`config.mk`:
```
export PLATFORM = sky130hd
export DESIGN_NAME = uart_alu_ctrl
export DESIGN_NICKNAME = d
export VERILOG_FILES = /design/src/rtl/uart_alu_pkg.sv /design/src/rtl/byte_fifo.sv /design/src/rtl/uart_alu_ctrl.sv
export SDC_FILE = /design/constraint.sdc
export NUM_CORES = 1
export LEC_CHECK = 0
export BUFFER_PORTS_ARGS = -buffer_cell sky130_fd_sc_hd__buf_2
export CORE_ASPECT_RATIO = 0.7
export CORE_MARGIN = 2
export CORE_UTILIZATION = 30
export DETAILED_ROUTE_END_ITERATION = 7
export PLACE_DENSITY = 0.46
export SLEW_MARGIN = 20
export SYNTH_ARGS = -nofsm -noshare
export SYNTH_HDL_FRONTEND = slang
export SYNTH_HIERARCHICAL = 1
export SYNTH_SLANG_ARGS = --single-unit
```
`constraint.sdc`:
```
create_clock -name clk_i -period 3.4 [get_ports clk_i]
set_input_delay 0.17 -clock clk_i [delete_from_list [all_inputs] [get_ports clk_i]]
set_output_delay 0.17 -clock clk_i [all_outputs]
set_load 0.01 [all_outputs]
```
`src/rtl/uart_alu_pkg.sv`:
```
// Shared definitions for the uart_alu packet controller: opcodes, FSM states, header widths.
package uart_alu_pkg;

    localparam int LEN_W = 16;

    localparam logic [7:0] OP_ECHO  = 8'hEC;
    localparam logic [7:0] OP_ADD32 = 8'hA0;
    localparam logic [7:0] OP_XOR32 = 8'hA1;

    typedef enum logic [2:0] {
        ST_IDLE,
        ST_RSVD,
        ST_LEN_LO,
        ST_LEN_HI,
        ST_PAYLOAD,
        ST_RESP,
        ST_DISCARD
    } state_e;

    function automatic logic op_is_alu(input logic [7:0] op);
        return (op == OP_ADD32) || (op == OP_XOR32);
    endfunction

endpackage

```
`src/rtl/byte_fifo.sv`:
```
// Synchronous FIFO with full/empty flags; a push into a full FIFO succeeds when a pop frees the slot.
module byte_fifo #(
    parameter int WIDTH = 8,
    parameter int DEPTH = 16
) (
    input  logic             clk_i,
    input  logic             rst_i,
    input  logic             clr_i,
    input  logic             push_i,
    input  logic [WIDTH-1:0] din_i,
    input  logic             pop_i,
    output logic [WIDTH-1:0] dout_o,
    output logic             full_o,
    output logic             empty_o
);

    localparam int AW = $clog2(DEPTH);

    logic [WIDTH-1:0] mem_q [DEPTH];
    logic [AW:0]      wr_q, wr_d, rd_q, rd_d;
    logic             do_push, do_pop;

    // Pointers carry one extra wrap bit to tell full from empty.
    assign empty_o = (wr_q == rd_q);
    assign full_o  = (wr_q[AW] != rd_q[AW]) && (wr_q[AW-1:0] == rd_q[AW-1:0]);
    assign do_pop  = pop_i && !empty_o;
    assign do_push = push_i && (!full_o || do_pop);
    assign dout_o  = mem_q[rd_q[AW-1:0]];

    always_comb begin
        wr_d = wr_q + (AW+1)'(do_push);
        rd_d = rd_q + (AW+1)'(do_pop);
        if (clr_i) begin
            wr_d = '0;
            rd_d = '0;
        end
    end

    always_ff @(posedge clk_i or negedge rst_i) begin
        if (!rst_i) begin
            wr_q <= '0;
            rd_q <= '0;
        end else begin
            wr_q <= wr_d;
            rd_q <= rd_d;
        end
    end

    always_ff @(posedge clk_i) begin
        if (do_push) mem_q[wr_q[AW-1:0]] <= din_i;
    end

endmodule

```
`src/rtl/uart_alu_ctrl.sv`:
```
// Packet controller between UART byte streams and the echo / 32-bit ALU datapath.
// Optional mid-packet idle timeout enabled by defining UART_ALU_CTRL_TIMEOUT_EN.
module uart_alu_ctrl
    import uart_alu_pkg::*;
#(
    parameter int FIFO_DEPTH     = 16,
    parameter int TIMEOUT_CYCLES = 13890
) (
    input  logic       clk_i,
    input  logic       rst_i,
    input  logic [7:0] rx_data_i,
    input  logic       rx_valid_i,
    output logic [7:0] tx_data_o,
    output logic       tx_valid_o,
    input  logic       tx_ready_i,
    output logic       busy_o,
    output logic       err_o,
    output logic       ovf_o
);

    state_e           state_q, state_d;
    logic [7:0]       op_q, op_d, len_lo_q, len_lo_d;
    logic [LEN_W-1:0] cnt_q, cnt_d, len_w;
    logic [23:0]      word_q, word_d;
    logic [1:0]       bidx_q, bidx_d, ridx_q, ridx_d;
    logic [31:0]      acc_q, acc_d;
    logic             err_q, err_d, ovf_q, ovf_d;
    logic             timeout, is_echo, is_alu, hdr_bad;
    logic             fifo_push, fifo_pop, fifo_full, fifo_empty;
    logic [7:0]       fifo_dout;

    assign len_w     = {rx_data_i, len_lo_q};
    assign is_echo   = (op_q == OP_ECHO);
    assign is_alu    = op_is_alu(op_q);
    assign hdr_bad   = !(is_echo || is_alu) || (is_alu && len_w[1:0] != 2'b00);
    assign fifo_push = (state_q == ST_PAYLOAD) && is_echo && rx_valid_i && (cnt_q != '0);
    // The FIFO only holds data while an echo is in flight, never during RESP.
    assign fifo_pop  = !fifo_empty && tx_ready_i;

    byte_fifo #(.WIDTH(8), .DEPTH(FIFO_DEPTH)) u_echo_fifo (
        .clk_i   (clk_i),
        .rst_i   (rst_i),
        .clr_i   (timeout),
        .push_i  (fifo_push),
        .din_i   (rx_data_i),
        .pop_i   (fifo_pop),
        .dout_o  (fifo_dout),
        .full_o  (fifo_full),
        .empty_o (fifo_empty)
    );

`ifdef UART_ALU_CTRL_TIMEOUT_EN
    localparam int TO_W = $clog2(TIMEOUT_CYCLES + 1);
    logic [TO_W-1:0] to_q, to_d;
    logic            timed;

    assign timed   = state_q inside {ST_RSVD, ST_LEN_LO, ST_LEN_HI, ST_PAYLOAD, ST_DISCARD};
    assign to_d    = (!timed || rx_valid_i) ? '0 : to_q + 1'b1;
    assign timeout = timed && !rx_valid_i && (to_q == TO_W'(TIMEOUT_CYCLES - 1));

    always_ff @(posedge clk_i or negedge rst_i) begin
        if (!rst_i) to_q <= '0;
        else        to_q <= to_d;
    end
`else
    assign timeout = 1'b0;
`endif

    always_ff @(posedge clk_i or negedge rst_i) begin
        if (!rst_i) state_q <= ST_IDLE;
        else        state_q <= state_d;
    end

    always_comb begin
        state_d = state_q;
        case (state_q)
            ST_IDLE:   if (rx_valid_i) state_d = ST_RSVD;
            ST_RSVD:   if (rx_valid_i) state_d = ST_LEN_LO;
            ST_LEN_LO: if (rx_valid_i) state_d = ST_LEN_HI;
            ST_LEN_HI: if (rx_valid_i) begin
                if (len_w == '0)  state_d = ST_IDLE;
                else if (hdr_bad) state_d = ST_DISCARD;
                else              state_d = ST_PAYLOAD;
            end
            ST_PAYLOAD: begin
                if (is_echo) begin
                    if (cnt_q == '0 && fifo_empty) state_d = ST_IDLE;
                end else if (rx_valid_i && cnt_q == LEN_W'(1)) begin
                    state_d = ST_RESP;
                end
            end
            ST_RESP:    if (tx_ready_i && ridx_q == 2'd3) state_d = ST_IDLE;
            ST_DISCARD: if (rx_valid_i && cnt_q == LEN_W'(1)) state_d = ST_IDLE;
            default:    state_d = ST_IDLE;
        endcase
        if (timeout) state_d = ST_IDLE;
    end

    always_comb begin
        op_d     = op_q;
        len_lo_d = len_lo_q;
        cnt_d    = cnt_q;
        word_d   = word_q;
        bidx_d   = bidx_q;
        acc_d    = acc_q;
        ridx_d   = ridx_q;
        err_d    = 1'b0;
        ovf_d    = ovf_q | (fifo_push && fifo_full && !fifo_pop);
        if (rx_valid_i) begin
            case (state_q)
                ST_IDLE:   op_d = rx_data_i;
                ST_LEN_LO: len_lo_d = rx_data_i;
                ST_LEN_HI: begin
                    cnt_d  = len_w;
                    acc_d  = '0;
                    bidx_d = '0;
                    err_d  = (len_w == '0) ? !is_echo : hdr_bad;
                end
                ST_PAYLOAD, ST_DISCARD: if (cnt_q != '0) begin
                    cnt_d = cnt_q - 1'b1;
                    if (state_q == ST_PAYLOAD && is_alu) begin
                        bidx_d = bidx_q + 1'b1;
                        // Little-endian: the fourth byte completes the word.
                        if (bidx_q == 2'd3)
                            acc_d = (op_q == OP_ADD32) ? acc_q + {rx_data_i, word_q}
                                                       : acc_q ^ {rx_data_i, word_q};
                        else
                            word_d[{bidx_q, 3'b000} +: 8] = rx_data_i;
                    end
                end
                ST_RESP: err_d = 1'b1;
                default: ;
            endcase
        end
        if (state_q == ST_RESP && tx_ready_i) ridx_d = ridx_q + 1'b1;
        if (timeout) begin
            acc_d  = '0;
            bidx_d = '0;
            ridx_d = '0;
            err_d  = 1'b1;
        end
    end

    always_ff @(posedge clk_i or negedge rst_i) begin
        if (!rst_i) begin
            op_q     <= '0;
            len_lo_q <= '0;
            cnt_q    <= '0;
            word_q   <= '0;
            bidx_q   <= '0;
            acc_q    <= '0;
            ridx_q   <= '0;
            err_q    <= 1'b0;
            ovf_q    <= 1'b0;
        end else begin
            op_q     <= op_d;
            len_lo_q <= len_lo_d;
            cnt_q    <= cnt_d;
            word_q   <= word_d;
            bidx_q   <= bidx_d;
            acc_q    <= acc_d;
            ridx_q   <= ridx_d;
            err_q    <= err_d;
            ovf_q    <= ovf_d;
        end
    end

    always_comb begin
        tx_valid_o = 1'b0;
        tx_data_o  = '0;
        busy_o     = (state_q != ST_IDLE);
        if (state_q == ST_RESP) begin
            tx_valid_o = 1'b1;
            tx_data_o  = acc_q[{ridx_q, 3'b000} +: 8];
        end else if (!fifo_empty) begin
            tx_valid_o = 1'b1;
            tx_data_o  = fifo_dout;
        end
    end

    assign err_o = err_q;
    assign ovf_o = ovf_q;

endmodule

```
**After elaboration in Yosys (flattened, before gate mapping)**

Memory sizes are Yosys's and may differ from the RTL's.
Index checks and enable logic that the tools add are counted.

- $add $sub $neg: 7
- $mul: 0
- Divide/modulo/power cells: 0
- Order comparisons: 0
- Eq/ne operators: 26
- Shift operators: 3
- Multiplexer cells: 32
- Bitwise logic cells: 3
- Reductions and logical operators: 39

Operator list:

| operator | number |
|---|---|
| two-way mux 32 bit | 4 |
| case mux 32 bit (2 select lines) | 1 |
| adder 32 bit | 1 |
| logical NOT 16 bit | 2 |
| case mux 16 bit (2 select lines) | 1 |
| variable part select 32 x 6 -> 8 bit | 1 |
| XOR 32 bit | 1 |
| two-way mux 3 bit | 10 |
| bitwise mux 24 bit | 1 |
| equality test 8 bit (second input constant) | 3 |
| variable shift 8 x 7 -> 24 bit (first input constant) | 1 |
| variable part select 8 x 7 -> 24 bit | 1 |
| case mux 3 bit (7 select lines) | 1 |
| != test 2 bit (second input constant) | 9 |
| equality test 16 x 1 -> 1 bit (second input constant) | 1 |
| two-way mux 16 bit | 1 |
| two-way mux 8 bit | 2 |
| nonzero test 16 bit | 1 |
| subtractor 16 x 1 -> 16 bit (second input constant) | 1 |
| logical AND 1 bit | 15 |
| adder 5 x 1 -> 5 bit | 2 |
| AND reduction 5 bit | 2 |
| equality test 3 bit (second input constant) | 3 |
| AND reduction 8 bit | 1 |
| 24 further kinds | 44 |

- Register bits: 107
- Bits in latches: 0
- Memory bits (writable): 128
- Memory bits (read-only): 0
- Output and inout port bits: 12
- Logic and storage cells: 123
- Memories: 1

Memories:

| name | depth | bits a word | read ports | clocked after memory_dff | write ports | RTL line | source |
|---|---|---|---|---|---|---|---|
| u_echo_fifo.mem_q | 16 | 8 | 1 | 0 | 1 | byte_fifo.sv:19 | `logic [WIDTH-1:0] mem_q [DEPTH];` |

**Logic depth before layout (Yosys ltp)**

- Word-level depth: 9
- Mapped depth: 13

**Modules after synthesis**

Netlist, hierarchy kept.

Modules (own cells, without submodules):

| module | times used | cells each | area an instance (µm²) |
|---|---|---|---|
| uart_alu_ctrl | 1 | 772 | 6627.6 |
| byte_fifo | 1 | 308 | 5645.4 |

**Worst setup path after synthesis**

OpenSTA, ideal clock, no wires.

- Kind: register -> register
- Start: register cnt_q[0]
- End: memory u_echo_fifo.mem_q[1][0], enable pin
- Arrival time: 2.438 ns
- Slack: 0.567 ns
- Stages on the path, launching flop included: 8
- Path buffers: 0
- Clock period less this slack: 2.833 ns
- Cells stage by stage: dfrtp_1 -> inv_1 -> ha_1 -> nor3b_1 -> a41oi_1 -> and3_1 -> o31ai_4 -> nor4_1

- Word-level cells in the longest chain between the ends: 5

RTL lines:

| what | RTL line | source |
|---|---|---|
| start: declaration | uart_alu_ctrl.sv:23 | `logic [LEN_W-1:0] cnt_q, cnt_d, len_w;` |
| start signal: assignment | uart_alu_ctrl.sv:158 | `cnt_q <= cnt_d;` |
| nonzero test 16 bit | uart_alu_ctrl.sv:36 | `assign fifo_push = (state_q == ST_PAYLOAD) && is_echo && rx_valid_i && (cnt_q != '0);` |
| logical AND 1 bit | uart_alu_ctrl.sv:36 |  |
| net fifo_push | uart_alu_ctrl.sv:29 | `logic fifo_push, fifo_pop, fifo_full, fifo_empty;` |
| logical AND 1 bit | byte_fifo.sv:27 | `assign do_push = push_i && (!full_o \|\| do_pop);` |
| two-way mux 1 bit | byte_fifo.sv:50 | `if (do_push) mem_q[wr_q[AW-1:0]] <= din_i;` |
| two-way mux 1 bit (not written as such) | byte_fifo.sv:50 |  |
| end: declaration | byte_fifo.sv:19 |  |

The timed path passes the listed nets, and every way through them passes these cells.

**Worst setup path after layout**

- Start: register u_echo_fifo.rd_q[2]
- End: output tx_data_o[7]

- Word-level cells in the longest chain between the ends: 3
- Elaborated cells between the ends (all ways): 4
- Classes of those cells: eq/ne (1); mux (2); memory (1)

RTL lines:

| what | RTL line | source |
|---|---|---|
| start: declaration | byte_fifo.sv:20 | `logic [AW:0] wr_q, wr_d, rd_q, rd_d;` |
| start signal: assignment | byte_fifo.sv:45 | `rd_q <= rd_d;` |
| memory read (16 x 8 bit) | n/a |  |
| net fifo_dout[7] | uart_alu_ctrl.sv:30 | `logic [7:0] fifo_dout;` |
| two-way mux 8 bit | uart_alu_ctrl.sv:175 | `end else if (!fifo_empty) begin` |
| two-way mux 8 bit | uart_alu_ctrl.sv:172 | `if (state_q == ST_RESP) begin` |
| end: declaration | uart_alu_ctrl.sv:13 | `output logic [7:0] tx_data_o,` |

The timed path passes the listed nets, and every way through them passes these cells.

==> flow_summary_export.csv <==
group,metric,value,unit
cts,cts_tree,"yes",
placement,placed_cells,1621,
cts,cts_max_level,1,
logic_synthesis,yosysSeqAreaShare,53.1,%
timing,post-route-min-period,3.19,ns
timing,worstMarginPinSlew,1.05,ns
cts,path_clk_slew,0.06,ns
power_and_ir_drop,p_seq_share,46.2,%
hold_path,worstHoldEndpoint,"word_q[22]",
logic_synthesis,synth_area,12300,um^2
global_routing,grt_pass1_wl,55300,um
final_layout,final_util,34.9,%
final_layout,nets,1173,
cts,clkSinkCount,235,
routing,m1WireLength,19200,um
timing,min_period_over_period,93.8,%
die,die_h,173,um
timing,setup_tns,0,ns
routing,drcViolationCount,0,
worst_setup_path,worstPathMaxFanout,17,
placement,gp_congestion,0.879,
placement,portBuffers,23,
final_layout,seq_area,6520,um^2
routing,top_layer,"met4",
logic_synthesis,ys_warn_count,6,
placement,place_hpwl,25300,um
routing,wl,36400,um
routing,routedWlPerCell,21.8,um
final_layout,areaGrowthSynthToFinish,13.8,%
power_and_ir_drop,p_int,0.00552,W
routing,ant_nets,0,
final_layout,fin_area,14000,um^2
power_and_ir_drop,switchingPower,0.00241,W
run,drv_cap,0,
cts,post_cts_resized,0,
global_routing,grt_pass1_vias,8325,
timing,whs,0.0940,ns
worst_setup_path,regToRegSetupSlack,0.41,ns
worst_setup_path,crit_required,3.23,ns
logic_synthesis,synth-edff-count,128,
timing,hold_viol_final,0,
die,ios,24,
routing,drtPass1Iterations,5,
timing,rsz0062_at_grt,"false",
power_and_ir_drop,power_frac_comb,18.4,%
logic_synthesis,ys_ff_latch,235,
routing,drt-vias-per-instance,5.24,
power_and_ir_drop,vdd_drop_max,352,uV
timing,max-slew-margin-rel,30.0,%
worst_setup_path,critPathLaunchType,"register",
routing,drt_iter0_drc,846,
logic_synthesis,synth_nets,1136,
worst_setup_path,ff2ff_path_depth,11,
hold_path,hold_path.class,"in -> reg",
logic_synthesis,synth-async-reset-ratio,45.5,%
timing,skew,0.0186,ns
power_and_ir_drop,sw_frac_of_total,30.4,%
cts,cts-root-buf,"clkbuf_16",
routing,route.met2.wl,14600,um
global_routing,track_usage,17.2,%
logic_synthesis,synth_top_area_share,31.3,%
logic_synthesis,synth_top_cell_by_area,"edfxtp_1",
logic_synthesis,ys_top_cells_by_area,"edfxtp_1 (31%), dfrtp_1 (22%), mux4_2 (4.4%), ha_1 (4.4%), nand2_1 (4.3%)",
routing,wl_met3,1900,um
final_layout,multi_input_area,5360,um^2
timing,drv_slew,0,
die,core,40000,um^2
routing,vias,8760,
outcome,status,"finished clean",
die,die_area,42600,um^2
timing,clock.fmax,314,MHz
power_and_ir_drop,p_per_area,568,nW/um^2
worst_setup_path,r2r-start,"acc_q[0]",
timing,setup_viol,0,
die,start_util,30.7,%
cts,cts_buffers,25,
die,row_count,61,
final_layout,layout-drive-gt1-share,14.7,%
final_layout,final_cells,1672,
hold_path,holdPathStages,3,
logic_synthesis,avgSynthCellArea,11.4,um^2
power_and_ir_drop,leakage,5.10,nW
power_and_ir_drop,clock_power_share,35.4,%
final_layout,final.fill_count,4022,
worst_setup_path,end_kind,"output port",
worst_setup_path,cp.arrival,3.02,ns
cts,clk_latency,0.55,ns
global_routing,grt_max_degree,63,
cts,clk_path_buf_depth,3,
global_routing,antenna_found_initial,2,
global_routing,gr-total-overflow,0,
logic_synthesis,synth_cell_types,82,
die,die_w,246,um
logic_synthesis,ys.flop_type,"edfxtp_1",
logic_synthesis,netlist_instances,1080,
hold_path,hold_start,"rx_data_i[6]",
worst_setup_path,critPathKind,"reg -> out",
placement,placed_area,13100,um^2
worst_setup_path,r2r_end,"acc_q[26]",
area by class of cell:
class                   count  area share (%)
multi-input cells         767            38.4
flip-flops and latches    235            46.7
diodes                      1          0.0179
clock buffers              34            4.87
repair buffers             70            3.62
clock inverters            12            1.08
well taps                 535            4.79
inverters                  18           0.484
cells in the final DEF, fill, tap and decap left out, types with 4 or more instances in the layout:
cell type,n
nand3_1,14
a31oi_1,4
a22oi_1,11
o31ai_1,11
o21ai_0,104
nand2_1,142
dfrtp_1,106
and3_1,4
buf_4,42
mux2_2,17
o21a_1,8
edfxtp_1,128
xnor2_1,26
o21bai_1,4
clkbuf_1,7
mux2i_1,34
or4_1,4
o211ai_1,7
clkinv_1,5
nor2b_1,10
nor3_1,24
a21o_1,14
a21oi_1,61
ha_1,43
o32ai_1,4
nand2b_1,20
nor2_1,61
nand4_1,11
mux4_2,24
clkbuf_16,25
nor4_1,12
a221oi_1,16
buf_2,22
xor2_1,12
dlygate4sd3_1,4
inv_1,16
worst max-delay path: stages (launching register included):
cell and delay (ns):
dfrtp_1 0.54, and2_1 0.47, a221oi_1 0.62, a22oi_1 0.18, nand2_1 0.15, nand2b_1 0.07, o21ai_0 0.25, buf_2 0.19
sequential cells by signal (all words and copies together), names as in the netlist, 5 cells and up:
register,count
op_q,8
word_q,24
u_echo_fifo/rd_q,5
len_lo_q,8
u_echo_fifo/mem_q,128
cnt_q,16
acc_q,32
u_echo_fifo/wr_q,5
synthesized netlist by cell type (4+ instances only):
master and instances:
a21o_1 14, a21oi_1 61, a221oi_1 16, a22oi_1 11, a31oi_1 4, and3_1 4
buf_2 12, buf_6 7, clkbuf_1 34, dfrtp_1 107, edfxtp_1 128, ha_1 43
inv_1 16, mux2_2 17, mux2i_1 34, mux4_2 24, nand2_1 142, nand2b_1 20
nand3_1 14, nand4_1 11, nor2_1 61, nor2b_1 11, nor3_1 25, nor4_1 14
o211ai_1 7, o21a_1 8, o21ai_0 104, o21bai_1 4, o31ai_1 11, o32ai_1 4
or4_1 4, xnor2_1 26, xor2_1 12
logic make-up after synthesis:
kind of cell               Yosys count  synth area share [%]
muxes                               75                  8.74
AOI/OAI and AO/OA                  278                  14.4
DFF                                235                  53.1
adders and majority gates           44                  4.55
other                                1                0.0306
xor gates and xnor gates            38                  2.71
buffers and inverters               78                  3.39
and+or+nand+nor                    331                  13.0
repair_timing:
item,4_1_cts,5_1_grt
hold buffers,4,0
endpoints found under the hold margin,64,0
buffers inserted,0,0
per-stage QoR:
| step | worst slack (ns) | total power (W) |
|---|---|---|
| 6_report | 0.212 | 0.00793 |
| 5_1_grt | 0.0292 | 0.00832 |
| 4_1_cts | 0.142 | 0.00800 |
| 3_5_place_dp | 0.477 | 0.00516 |
| 3_3_place_gp | 0.569 | 0.00515 |
| 2_1_floorplan | 0.567 | 0.00462 |
power groups by stage:
stage	Clock [W]	Combinational, W	Sequential, W
detailed placement	0	0.00145	0.00371
global route	0.00299	0.00162	0.00371
floorplan	0	0.00111	0.00351
finish	0.00281	0.00146	0.00366
CTS	0.00289	0.00146	0.00366
global placement	0	0.00143	0.00371
metal layers:
metal  vias up  track usage [%]
li1       4120                -
met1      4393             28.0
met2       211             23.5
met3        36             2.77
met4         0             3.43
met5         -                0
how the worst max path moves through the flow:
stage | start | endpoint | slack (ns) | depth (start not counted)
after floorplan | cnt_q[0] | u_echo_fifo/mem_q[1][0] | 0.57 | 7
after global placement | acc_q[0] | acc_q[26] | 0.57 | 11
after detailed placement | acc_q[0] | acc_q[26] | 0.48 | 11
after CTS | u_echo_fifo/rd_q[2] | tx_data_o[3] | 0.14 | 7
after global routing | u_echo_fifo/rd_q[2] | tx_data_o[2] | 0.03 | 7
final | u_echo_fifo/rd_q[2] | tx_data_o[7] | 0.21 | 7
Note: power is estimated with default switching activity, not from simulation.
